[src/rtl/mastermind_game_if.sv]
// Guess/score handshake and game-control bundle between the pin decoder,
// the game controller and the display mux.
interface mastermind_game_if;
  logic        start;
  logic        secret_load;
  logic [11:0] secret_in;
  logic        guess_valid;
  logic [11:0] guess;
  logic        guess_ready;
  logic        guess_err;
  logic        score_valid;
  logic [2:0]  black;
  logic [2:0]  white;
  logic [3:0]  turn;
  logic        won;
  logic        lost;
  logic        busy;

  modport master (
    output start, secret_load, secret_in, guess_valid, guess,
    input  guess_ready, guess_err, score_valid, black, white, turn, won, lost, busy
  );

  modport slave (
    input  start, secret_load, secret_in, guess_valid, guess,
    output guess_ready, guess_err, score_valid, black, white, turn, won, lost, busy
  );
endinterface

[src/rtl/mastermind_game_ctrl.sv]
// Mastermind game sequencer: latches the secret, accepts guesses, scores
// them over NUM_COLOURS+2 cycles and tracks turns, win and loss.
module mastermind_game_ctrl #(
  parameter int          MAX_TURNS   = 10,
  parameter int          NUM_COLOURS = 6,
  parameter logic [15:0] LFSR_SEED   = 16'hACE1
) (
  input  logic             clk,
  input  logic             rst_n,
  input  logic             ena,
  mastermind_game_if.slave gi
);
  localparam logic [3:0] NC = 4'(NUM_COLOURS);
  localparam logic [3:0] MT = 4'(MAX_TURNS);

  localparam logic [2:0] S_IDLE    = 3'd0;
  localparam logic [2:0] S_WAIT    = 3'd1;
  localparam logic [2:0] S_SCORE_B = 3'd2;
  localparam logic [2:0] S_SCORE_W = 3'd3;
  localparam logic [2:0] S_REPORT  = 3'd4;
  localparam logic [2:0] S_WON     = 3'd5;
  localparam logic [2:0] S_LOST    = 3'd6;

  // Out-of-range colour codes fold back into range by one subtraction.
  function automatic logic [2:0] fold(input logic [2:0] v);
    return ({1'b0, v} >= NC) ? v - NC[2:0] : v;
  endfunction

  function automatic logic legal(input logic [11:0] p);
    logic ok;
    ok = 1'b1;
    for (int i = 0; i < 4; i++)
      if ({1'b0, p[3*i +: 3]} >= NC) ok = 1'b0;
    return ok;
  endfunction

  logic [2:0]  state_q, state_d;
  logic [15:0] lfsr_q, lfsr_d;
  logic [11:0] secret_q, guess_q, secret_new;
  logic [2:0]  black_acc_q, match_acc_q, col_q;
  logic [2:0]  black_q, white_q;
  logic [3:0]  turn_q;
  logic        sv_q, err_q, won_q, lost_q;
  logic        ready_int;
  logic [2:0]  bsum, cnt_s, cnt_g, cmin;

  // Ready is held off for the score_valid cycle so the next guess follows
  // the result by one edge.
  assign ready_int = (state_q == S_WAIT) && !gi.start && !sv_q;

  // Galois step (taps 16,14,13,11) and the folded secret offered at start.
  always_comb begin
    logic [11:0] src;
    lfsr_d = {1'b0, lfsr_q[15:1]} ^ (lfsr_q[0] ? 16'hB400 : 16'h0000);
    src    = gi.secret_load ? gi.secret_in : lfsr_q[11:0];
    secret_new = '0;
    for (int i = 0; i < 4; i++) secret_new[3*i +: 3] = fold(src[3*i +: 3]);
  end

  // Exact-match count and per-colour min(secret, guess) for colour col_q.
  always_comb begin
    bsum  = '0;
    cnt_s = '0;
    cnt_g = '0;
    for (int i = 0; i < 4; i++) begin
      bsum  = bsum  + {2'b00, guess_q[3*i +: 3] == secret_q[3*i +: 3]};
      cnt_s = cnt_s + {2'b00, secret_q[3*i +: 3] == col_q};
      cnt_g = cnt_g + {2'b00, guess_q[3*i +: 3] == col_q};
    end
    cmin = (cnt_s < cnt_g) ? cnt_s : cnt_g;
  end

  // Next-state logic; start overrides everything, including a score in flight.
  always_comb begin
    state_d = state_q;
    if (gi.start) state_d = S_WAIT;
    else begin
      case (state_q)
        S_WAIT:    if (ready_int && gi.guess_valid && legal(gi.guess)) state_d = S_SCORE_B;
        S_SCORE_B: state_d = S_SCORE_W;
        S_SCORE_W: if (col_q == 3'(NC - 4'd1)) state_d = S_REPORT;
        S_REPORT: begin
          if (black_acc_q == 3'd4)        state_d = S_WON;
          else if (turn_q + 4'd1 == MT)   state_d = S_LOST;
          else                            state_d = S_WAIT;
        end
        default:   state_d = state_q;
      endcase
    end
  end

  // Game registers; everything freezes while ena is low.
  always_ff @(posedge clk or negedge rst_n) begin
    if (!rst_n) begin
      state_q     <= S_IDLE;
      lfsr_q      <= LFSR_SEED;
      secret_q    <= '0;
      guess_q     <= '0;
      black_acc_q <= '0;
      match_acc_q <= '0;
      col_q       <= '0;
      black_q     <= '0;
      white_q     <= '0;
      turn_q      <= '0;
      sv_q        <= 1'b0;
      err_q       <= 1'b0;
      won_q       <= 1'b0;
      lost_q      <= 1'b0;
    end else if (ena) begin
      state_q <= state_d;
      lfsr_q  <= lfsr_d;
      sv_q    <= 1'b0;
      err_q   <= 1'b0;
      if (gi.start) begin
        secret_q <= secret_new;
        turn_q   <= '0;
        black_q  <= '0;
        white_q  <= '0;
        won_q    <= 1'b0;
        lost_q   <= 1'b0;
      end else begin
        case (state_q)
          S_WAIT: if (ready_int && gi.guess_valid) begin
            if (legal(gi.guess)) guess_q <= gi.guess;
            else                 err_q   <= 1'b1;
          end
          S_SCORE_B: begin
            black_acc_q <= bsum;
            match_acc_q <= '0;
            col_q       <= '0;
          end
          S_SCORE_W: begin
            match_acc_q <= match_acc_q + cmin;
            col_q       <= col_q + 3'd1;
          end
          S_REPORT: begin
            black_q <= black_acc_q;
            white_q <= match_acc_q - black_acc_q;
            turn_q  <= turn_q + 4'd1;
            sv_q    <= 1'b1;
          end
          S_WON:   won_q  <= 1'b1;
          S_LOST:  lost_q <= 1'b1;
          default: ;
        endcase
      end
    end
  end

  assign gi.guess_ready = ena && ready_int;
  assign gi.guess_err   = ena && err_q;
  assign gi.score_valid = ena && sv_q;
  assign gi.black       = black_q;
  assign gi.white       = white_q;
  assign gi.turn        = turn_q;
  assign gi.won         = won_q;
  assign gi.lost        = lost_q;
  assign gi.busy        = (state_q == S_SCORE_B) || (state_q == S_SCORE_W) || (state_q == S_REPORT);
endmodule
[src/flat_wrapper.sv]
// flat-port wrapper written by rule: the top's interface ports become plain ports
module mastermind_game_ctrl_flat 
#(
  parameter int          MAX_TURNS   = 10,
  parameter int          NUM_COLOURS = 6,
  parameter logic [15:0] LFSR_SEED   = 16'hACE1
)
  (clk, rst_n, ena, gi_start, gi_secret_load, gi_secret_in, gi_guess_valid, gi_guess, gi_guess_ready, gi_guess_err, gi_score_valid, gi_black, gi_white, gi_turn, gi_won, gi_lost, gi_busy);
  mastermind_game_if gi_i ();
  input  logic clk;
  input  logic rst_n;
  input  logic ena;
  input wire logic [$bits(gi_i.start)-1:0] gi_start;
  input wire logic [$bits(gi_i.secret_load)-1:0] gi_secret_load;
  input wire logic [$bits(gi_i.secret_in)-1:0] gi_secret_in;
  input wire logic [$bits(gi_i.guess_valid)-1:0] gi_guess_valid;
  input wire logic [$bits(gi_i.guess)-1:0] gi_guess;
  output wire logic [$bits(gi_i.guess_ready)-1:0] gi_guess_ready;
  output wire logic [$bits(gi_i.guess_err)-1:0] gi_guess_err;
  output wire logic [$bits(gi_i.score_valid)-1:0] gi_score_valid;
  output wire logic [$bits(gi_i.black)-1:0] gi_black;
  output wire logic [$bits(gi_i.white)-1:0] gi_white;
  output wire logic [$bits(gi_i.turn)-1:0] gi_turn;
  output wire logic [$bits(gi_i.won)-1:0] gi_won;
  output wire logic [$bits(gi_i.lost)-1:0] gi_lost;
  output wire logic [$bits(gi_i.busy)-1:0] gi_busy;
  assign gi_i.start = gi_start;
  assign gi_i.secret_load = gi_secret_load;
  assign gi_i.secret_in = gi_secret_in;
  assign gi_i.guess_valid = gi_guess_valid;
  assign gi_i.guess = gi_guess;
  assign gi_guess_ready = gi_i.guess_ready;
  assign gi_guess_err = gi_i.guess_err;
  assign gi_score_valid = gi_i.score_valid;
  assign gi_black = gi_i.black;
  assign gi_white = gi_i.white;
  assign gi_turn = gi_i.turn;
  assign gi_won = gi_i.won;
  assign gi_lost = gi_i.lost;
  assign gi_busy = gi_i.busy;
  mastermind_game_ctrl #(.MAX_TURNS(MAX_TURNS), .NUM_COLOURS(NUM_COLOURS), .LFSR_SEED(LFSR_SEED)) u_core (.clk(clk), .rst_n(rst_n), .ena(ena), .gi(gi_i));
endmodule
[config.mk]
export PLATFORM = sky130hd
export DESIGN_NAME = mastermind_game_ctrl_flat
export DESIGN_NICKNAME = d
export VERILOG_FILES = /design/src/rtl/mastermind_game_if.sv /design/src/rtl/mastermind_game_ctrl.sv /design/src/flat_wrapper.sv
export SDC_FILE = /design/constraint.sdc
export NUM_CORES = 1
export LEC_CHECK = 0
export CAP_MARGIN = 20
export CORE_MARGIN = 2
export CORE_UTILIZATION = 55
export CTS_CLUSTER_SIZE = 40
export DETAILED_ROUTE_END_ITERATION = 10
export GPL_TIMING_DRIVEN = 1
export PLACE_DENSITY = 0.77
export SETUP_SLACK_MARGIN = 0.1
export SLEW_MARGIN = 40
export SYNTH_ARGS = -nofsm -noshare
export SYNTH_HDL_FRONTEND = slang
export SYNTH_SLANG_ARGS = --single-unit
[constraint.sdc]
create_clock -name clk -period 5 [get_ports clk]
set_input_delay 0.75 -clock clk [delete_from_list [all_inputs] [get_ports clk]]
set_output_delay 0.75 -clock clk [all_outputs]
set_load 0.05 [all_outputs]
==> flow_results.org, run 1 <==
** Floorplanning
- Starting Density :: 57.7%
- The floorplan step set the die width to 86.1 µm.
- The floorplan has 29 rows.
- Std-Cell Core Area :: 6420 µm²
- I/O pin count :: 46
- Area enclosed by the die boundary :: 7410 µm²
- Die height :: 86.1 µm

** Critical path
- Data on the critical path is required at its endpoint by 5.27 ns.
- CP max stage cell :: dfrtp_1
- Startpoint class of the critical path :: flop
- Capturing element type of the critical path :: flop
- CP cell instances :: xor2_1, nor3_1, ha_1, inv_1, fa_1, inv_1, ha_1, ha_1, a21o_1, a21o_1, mux2i_1, ha_1, fa_1, xor2_1, nand2b_1, mux2i_1
- The largest single stage delay on the critical path is 0.66 ns.
- The number of buffers and inverters on the critical path is 2.
- Along the worst path, the maximum fanout reaches 11.
- Dominant delay contributor by cell family on the critical path :: adder cells
- The critical path is of the flop to flop type.
- Most frequent CP cell :: ha_1
- STA puts the critical path data arrival time at 4.19 ns.

** Clock tree
- TritonCTS built the clock tree.
- After clock tree synthesis, the clock-pin slew on the worst setup and hold paths is 0.08 ns.
- The number of gates resized after CTS was 0.
- In this run the number of H-tree levels came out at 3.
- The clock passes through at most 2 buffers.
- TritonCTS Buffers :: 9
- TritonCTS sink count :: 66
- Once the clock tree was built, the setup fixing pass inserted 0 buffers.
- CTS Hold Buffers Added :: 0
- The later pin in the worst-skew pair is clocked with a latency of 0.35 ns.
- Buffer type at the clock tree root :: clkbuf_8

** Yosys
- Ranked by instance count, the synthesized netlist is headed by dfrtp_1 (58), nand2_1 (32), xnor2_1 (24), mux2_2 (22).
- When the netlist entered floorplanning its net count stood at 383.
- After synthesis the netlist holds a flip-flop and latch count of 66.
- Sequential cells were found to cover 44.9% of the synthesized design area.
- Post-synthesis area per instance :: 11.1 µm²
- Most area-consuming cells after synthesis :: dfrtp_1 (39%), mux2_2 (6.7%), dfstp_2 (5.7%)
- Async SR Flop Fraction :: 100%
- The synthesized netlist occupies a cell area of 3700 µm².
- The largest total area in the synthesized netlist belongs to dfrtp_1.
- Post-synthesis share of cell area spent on xor and xnor gates :: 10.6%
- In the synthesized netlist, the number of instances is 334.
- After synthesis, the share of cell area in mux cells is 13.7%.
- In this run, synthesis inferred 0 flip-flops with an integrated enable.
- Number of distinct standard cells referenced by the synthesized netlist :: 44
- Most frequently used flop master after synthesis :: dfrtp_1
- Compound-Gate Fraction of Synth Area :: 9.63%
- Yosys printed 0 warnings.
- By instance count, the leading cell after synthesis is dfrtp_1.
- The synthesized netlist devotes 7.43% of its cell area to adder and majority cells.
- Main combinational cell family by area after synthesis :: multiplexers
- Area share of the leading cell type in the synthesized netlist :: 39.2%
- Synthesized-area fraction occupied by and/or/nand/nor cells :: 10.2%

** Drt
- In the routed design, unresolved DRC markers number 0.
- Detail-routed via count per cell :: 5.48
- Detailed router's first-iteration violation count :: 121
- Wire length per cell :: 15.7 µm
- The detail route stage leaves a number of antenna-violating nets equal to 0.
- The routed layout has 2,521 vias.
- Post-detailed-routing wire length :: 7210 µm
- The first detailed-routing pass took 4 iterations.

** Cells and area
- Of the cells placed in the final design, the portion with a size suffix greater than 1 is 16.7%.
- Area of the multi-input gates :: 1910 µm²
- 0 antenna diodes ended up in the layout.
- Once layout is complete, the utilization of the core stands at 68.3%.
- Register area :: 1660 µm²
- In the final design database the tool counted 427 nets.
- Number of filler cells placed in the layout :: 521
- From synthesis to final layout, the design area changed by 18.4%.

** Timing
- Total negative setup slack :: 0 ns
- Transition time at the pin with the least slew margin :: 0.740 ns
- The number of pins with negative max-slew slack in the final report is 0.
- The worst path uses 78.4% of the clock period.
- The routed design could run at a clock period as short as 3.92 ns.
- Between clock sinks in the finished design, the worst skew comes to 0.00815 ns.
- Max Clock Freq :: 255 MHz
- Setup violations remaining at the end of the flow were counted as 0.
- RSZ-0062 raised after global routing :: no
- Rel. slew slack :: 50.4%
- On the final layout, the worst hold slack is 0.474 ns.
- Fin worst setup slack :: 1.08 ns
- The final hold violation count came to 0.

** GRT
- The first global-routing pass estimated 12,400 µm of wire.
- The number of global-route vias before repair was 2,505.
- Overflow after GRT :: 0
- For this run, the total global-route usage over all layers was measured as 21.9%.
- The initial antenna violation count is 0.
- Entering global routing, the biggest net connects 67 pins.

** Power
- Summed over all cells, the static leakage comes to 2.01 nW.
- Of the total power, the share spent switching nets is 39.0%.
- Clock network power share :: 15.9%
- Of the total power, combinational logic draws 48.1%.
- For this design the ratio of total power to cell area is 612 nW/µm².
- Register share of total power :: 36.0%
- Design internal power :: 0.00164 W
- Summed over all nets, the switching power comes to 0.00105 W.
- IR analysis of the VDD net gives a maximum drop of 362 µV.
- Final Power :: 0.00268 W

** Place
- The count of buffers added on input and output ports is 45.
- At the end of routability-driven placement, the weighted congestion stood at 0.841.
- OpenSTA, run right after detailed placement, puts the worst setup slack at 1.14 ns.
- DP Wirelength :: 5170 µm

** Min path
- HP Class :: primary input to async pin

** Status
- Run status :: finished, final reports clean

** Flow run
- Maximum capacitance violations :: 0
cell type report:
type / instances / area share, %
clock buffers: 11 / 3.45
clock inverters: 5 / 0.856
inverters: 16 / 1.37
multi-input cells: 238 / 43.6
flip-flops and latches: 66 / 37.9
well taps: 77 / 2.20
repair buffers: 47 / 10.6
placed cells by master (no fill, tap or decap), types with 3 or more instances in the layout:
| cell | instances |
|---|---|
| ha_1 | 14 |
| clkbuf_8 | 11 |
| nor2_1 | 10 |
| nand2b_1 | 3 |
| clkdlybuf4s50_1 | 44 |
| a22o_1 | 6 |
| and2_1 | 4 |
| mux2_4 | 10 |
| mux2_2 | 22 |
| o21ai_0 | 21 |
| xnor2_1 | 24 |
| dfstp_2 | 8 |
| fa_1 | 5 |
| o31ai_1 | 5 |
| nor3_1 | 7 |
| mux2i_1 | 11 |
| xor2_1 | 21 |
| inv_1 | 16 |
| a21oi_1 | 9 |
| dfrtp_1 | 58 |
| nand3_1 | 7 |
| nand2_1 | 32 |
metrics by stage:
step                area (µm²)  instances
global placement          4190        444
global route              4380        460
detailed placement        4190        444
CTS                       4380        460
finish                    4380        460
floorplan                 3700        334
logic make-up after synthesis:
kind of cell | count (synthesis)
compound gates | 55
xor+xnor | 45
fa+ha+maj | 19
buf+inv | 30
flops | 66
mux | 43
simple gates | 76
state kept, by name, indices dropped and copies added (netlist names):
| name | cells |
|---|---|
| u_core.gi.black | 3 |
| u_core.guess_q | 12 |
| u_core.col_q | 3 |
| u_core.gi.won | 1 |
| u_core.black_acc_q | 3 |
| u_core.lfsr_q | 16 |
| u_core.gi.white | 3 |
| u_core.state_q | 3 |
| u_core.sv_q | 1 |
| u_core.err_q | 1 |
| u_core.match_acc_q | 3 |
| u_core.gi.lost | 1 |
| u_core.secret_q | 12 |
| u_core.gi.turn | 4 |
worst paths after layout:
kind / start / endpoint / depth (start not counted) / slack [ns]
worst max-delay path: u_core.col_q[1]$_DFFE_PN0P_ / u_core.match_acc_q[2]$_DFFE_PN0P_ / 16 / 1.08
worst min-delay path: rst_n / u_core.guess_q[1]$_DFFE_PN0P_ / 2 / 0.47
worst max register to register: u_core.col_q[1]$_DFFE_PN0P_ / u_core.match_acc_q[2]$_DFFE_PN0P_ / 16 / 1.08
worst min register to register: u_core.gi.white[0]$_DFFE_PN0P_ / u_core.gi.white[0]$_DFFE_PN0P_ / 2 / 0.48
max in group asynchronous: rst_n / u_core.gi.turn[3]$_DFFE_PN0P_ / 2 / 4.09
min in group clk: u_core.gi.white[0]$_DFFE_PN0P_ / u_core.gi.white[0]$_DFFE_PN0P_ / 2 / 0.48
power by group through the flow:
| stage | sequential (W) | combinational, W | clock (W) |
|---|---|---|---|
| finish | 0.000966 | 0.00129 | 0.000427 |
| CTS | 0.000968 | 0.00130 | 0.000438 |
| detailed placement | 0.000975 | 0.00127 | 0 |
| floorplan | 0.000891 | 0.00106 | 0 |
| global route | 0.000995 | 0.00147 | 0.000462 |
| global placement | 0.000967 | 0.00123 | 0 |
routing by layer:
metal  vias up  GRT usage, %  wire length, µm
met5         -             0                0
met4         0          7.22              112
met3         9          6.35              335
met2        55          33.4             3350
met1      1220          30.1             3420
li1       1237             -                -
No activity file was read; power rests on OpenSTA's default activity.
==> run 2: changes to the inputs <==
--- a/config.mk
+++ b/config.mk
@@ -7,11 +7,11 @@
 export LEC_CHECK = 0
 export CAP_MARGIN = 20
 export CORE_MARGIN = 2
-export CORE_UTILIZATION = 55
+export CORE_UTILIZATION = 50
 export CTS_CLUSTER_SIZE = 40
 export DETAILED_ROUTE_END_ITERATION = 10
 export GPL_TIMING_DRIVEN = 1
-export PLACE_DENSITY = 0.77
+export PLACE_DENSITY = 0.74
 export SETUP_SLACK_MARGIN = 0.1
 export SLEW_MARGIN = 40
 export SYNTH_ARGS = -nofsm -noshare
==> constraint.sdc (replaced) <==
create_clock -name clk -period 3.4 [get_ports clk]
set_input_delay 0.51 -clock clk [delete_from_list [all_inputs] [get_ports clk]]
set_output_delay 0.51 -clock clk [all_outputs]
set_load 0.05 [all_outputs]
==> flow_results.org, run 2 (synthesized netlist as in run 1, its figures left out) <==
** Timing
- Count of pins over their slew limit :: 0
- The final hold violation count was 0.
- Hold is met by 0.142 ns.
- The clock arrives with 0.00517 ns of skew.
- Time the worst path needs with I/O delays and setup :: 3.57 ns
- Timing would allow up to 280 MHz.
- Setup violations remaining at the end of the flow were counted as 1.
- The final critical path takes up 105% of the cycle.
- Rel. slew slack :: 54.7%
- Across all setup checks in the final design, the least slack found is -0.168 ns.
- For the pin with the worst max-slew slack, the measured transition is 0.677 ns.
- RSZ-0062 raised after global routing :: yes

** GRT
- In this run the most used layer during global routing was met2.
- The number of global-route vias before repair came to 2,663.
- The first global-routing pass estimated 13,000 µm of wire.
- Global routing finished with a remaining overflow of 0.
- Global routing consumed, on the met3 layer, 5.28% of the routing resources.
- Maximum number of pins on one net before global-route repair :: 42
- M2 GR Usage :: 31.6%
- Global routing used 27.5% of the available met1 tracks.
- The initial antenna violation count was 0.
- Global routing consumed, over all layers together, 20.3% of the routing resources.

** Floorplanning
- The initialized floorplan defines 31 standard-cell rows.
- Starting Density :: 51.3%
- DIE WIDTH :: 90.1 µm
- Std-Cell Core Area :: 7210 µm²
- In this run the count of I/O pins placed on the die edge is 46.
- The die covers 8110 µm².
- Die height :: 90.1 µm

** Critical path
- Data on the critical path is required at its endpoint by 3.68 ns.
- The worst setup path is captured at a flop.
- Worst Path Arrival :: 3.85 ns
- Type of the worst setup path :: flop to flop
- Startpoint class of the critical path :: flop
- Of all nets on the critical path, the largest fanout is 7.

** Cells and area
- Biggest regs :: u_core.lfsr_q (16), u_core.guess_q (12), u_core.secret_q (12)
- The net count of the finished layout is 444.
- Fill cells in the final layout number 597.
- For this run, the number of standard cells in the final layout without fillers is 499.
- In the layout the commonest cells are dfrtp_1 (55), clkdlybuf4s50_1 (41), nand2_1 (32).
- Area delta synth->final :: 25.8%
- Commonest non-fill, non-tap cell in the layout :: dfrtp_1
- 0 antenna diodes ended up in the layout.
- In the final layout, the multi-input gates occupy 2020 µm².
- Share of layout cells above drive strength 1 :: 26.8%
- Register with the most flip-flops :: u_core.lfsr_q
- Summing all flip-flop and latch instances after layout gives 1670 µm².
- The register with the most flip-flops in the layout has 16 of them.

** Min path
- HP Class :: primary input to async pin

** Drt
- Post-route antenna net violation count :: 0
- In the final routed layout, each cell accounts on average for 15.2 µm.
- For this block, the via count after detailed routing is 2,575.
- Post-route DRC :: 0
- Detailed router's first-iteration violation count :: 122
- Post-detailed-routing wire length :: 7610 µm
- The pre-antenna-repair detailed-routing pass consisted of 4 iterations.
- Using the TritonRoute via totals, the vias-per-cell ratio works out to 5.16.

** Status
- Violated checks :: setup timing
- The flow ran to the end, but the final reports show violations.

** Flow run
- Max-cap violations in this run came to 0.

** Power
- Final Power :: 0.00435 W
- Power spread over the standard cell area amounts to 933 nW/µm².
- Max IR drop VDD :: 465 µV
- Static power due to leakage :: 2.09 nW

** Place
- The count of buffers added on input and output ports is 45.
- Number of placed cells counting well taps :: 481
- Summed over all nets, the half-perimeter wirelength after detailed placement is 5530 µm.
- Final GP Congestion :: 0.800

** Clock tree
- TritonCTS clock tree :: built
- After clock tree synthesis, the clock-pin slew on the worst setup and hold paths is 0.08 ns.
- CTS Hold Buffers Added :: 0
- The H-tree was split into 3 levels.
- Clock network latency to the later pin of the worst-skew pair :: 0.35 ns
- TritonCTS Buffers :: 9
- TritonCTS sink count :: 66
- Buffer type at the clock tree root :: clkbuf_8
- Buffer depth of the longest clock path :: 2
-- run 2: path summary, 6_finish.rpt --
check                                               start                           endpoint  slack (ns)  cells past startpoint
min in group clk           u_core.gi.white[0]$_DFFE_PN0P_     u_core.gi.white[0]$_DFFE_PN0P_        0.48                      2
max in group asynchronous                           rst_n      u_core.lfsr_q[15]$_DFFE_PN1P_        2.32                      2
min reg2reg                u_core.gi.white[0]$_DFFE_PN0P_     u_core.gi.white[0]$_DFFE_PN0P_        0.48                      2
max                           u_core.col_q[0]$_DFFE_PN0P_  u_core.match_acc_q[2]$_DFFE_PN0P_       -0.17                     16
max reg2reg                   u_core.col_q[0]$_DFFE_PN0P_  u_core.match_acc_q[2]$_DFFE_PN0P_       -0.17                     16
min                                                 rst_n       u_core.lfsr_q[4]$_DFFE_PN0P_        0.14                      1
-- run 2: critical path, cell delays in order (launching register included) --
cell      delay (ns)
dfrtp_2         0.48
xor2_1          0.26
nor3_2          0.08
ha_1            0.30
inv_2           0.04
fa_2            0.33
inv_2           0.07
ha_4            0.21
ha_4            0.23
a21o_1          0.15
a21o_1          0.18
mux2i_1         0.13
ha_2            0.18
fa_2            0.40
xor2_2          0.19
nand2b_4        0.15
mux2i_1         0.13
-- run 2: metal layers --
layer / vias up / wire [µm]
met1: 1249 / 3630
met2: 43 / 3600
met3: 8 / 259
met5: - / 0
li1: 1275 / -
met4: 0 / 108
-- run 2: repair_timing --
action | CTS | global route
resized for setup | 9 | 11
buffers inserted | 2 | 0
pin swaps | 13 | 8
endpoints found under the hold margin | 0 | 0
endpoints found under the setup margin | 2 | 3
-- run 2: cell type report --
cell class / instances / share of cell area, %
multi-input combinational: 238 / 43.4
sequential: 66 / 35.7
timing repair buffer: 64 / 13.3
clock buffer: 10 / 2.74
tap: 99 / 2.66
inverter: 16 / 1.34
clock inverter: 6 / 0.886
-- run 2: report_power, final --
group / total, W / switching [W] / internal (W)
combinational: 0.00238 / 0.00108 / 0.00130
sequential: 0.00138 / 0.000293 / 0.00109
clock: 0.000587 / 0.000323 / 0.000264
total: 0.00435 / 0.00170 / 0.00265
-- run 2: stage by stage --
step / worst slack (ns) / utilization, % / setup TNS (ns) / cell area [µm²]
final: -0.168 / 64.6 / -0.168 / 4660
after global routing: -0.313 / 64.6 / -0.444 / 4660
after CTS: -0.105 / 63.7 / -0.105 / 4590
after detailed placement: -0.175 / 60.6 / -0.234 / 4380
after global placement: -0.0694 / 60.6 / -0.0694 / 4380
after floorplan: -0.0467 / - / -0.0467 / 3750
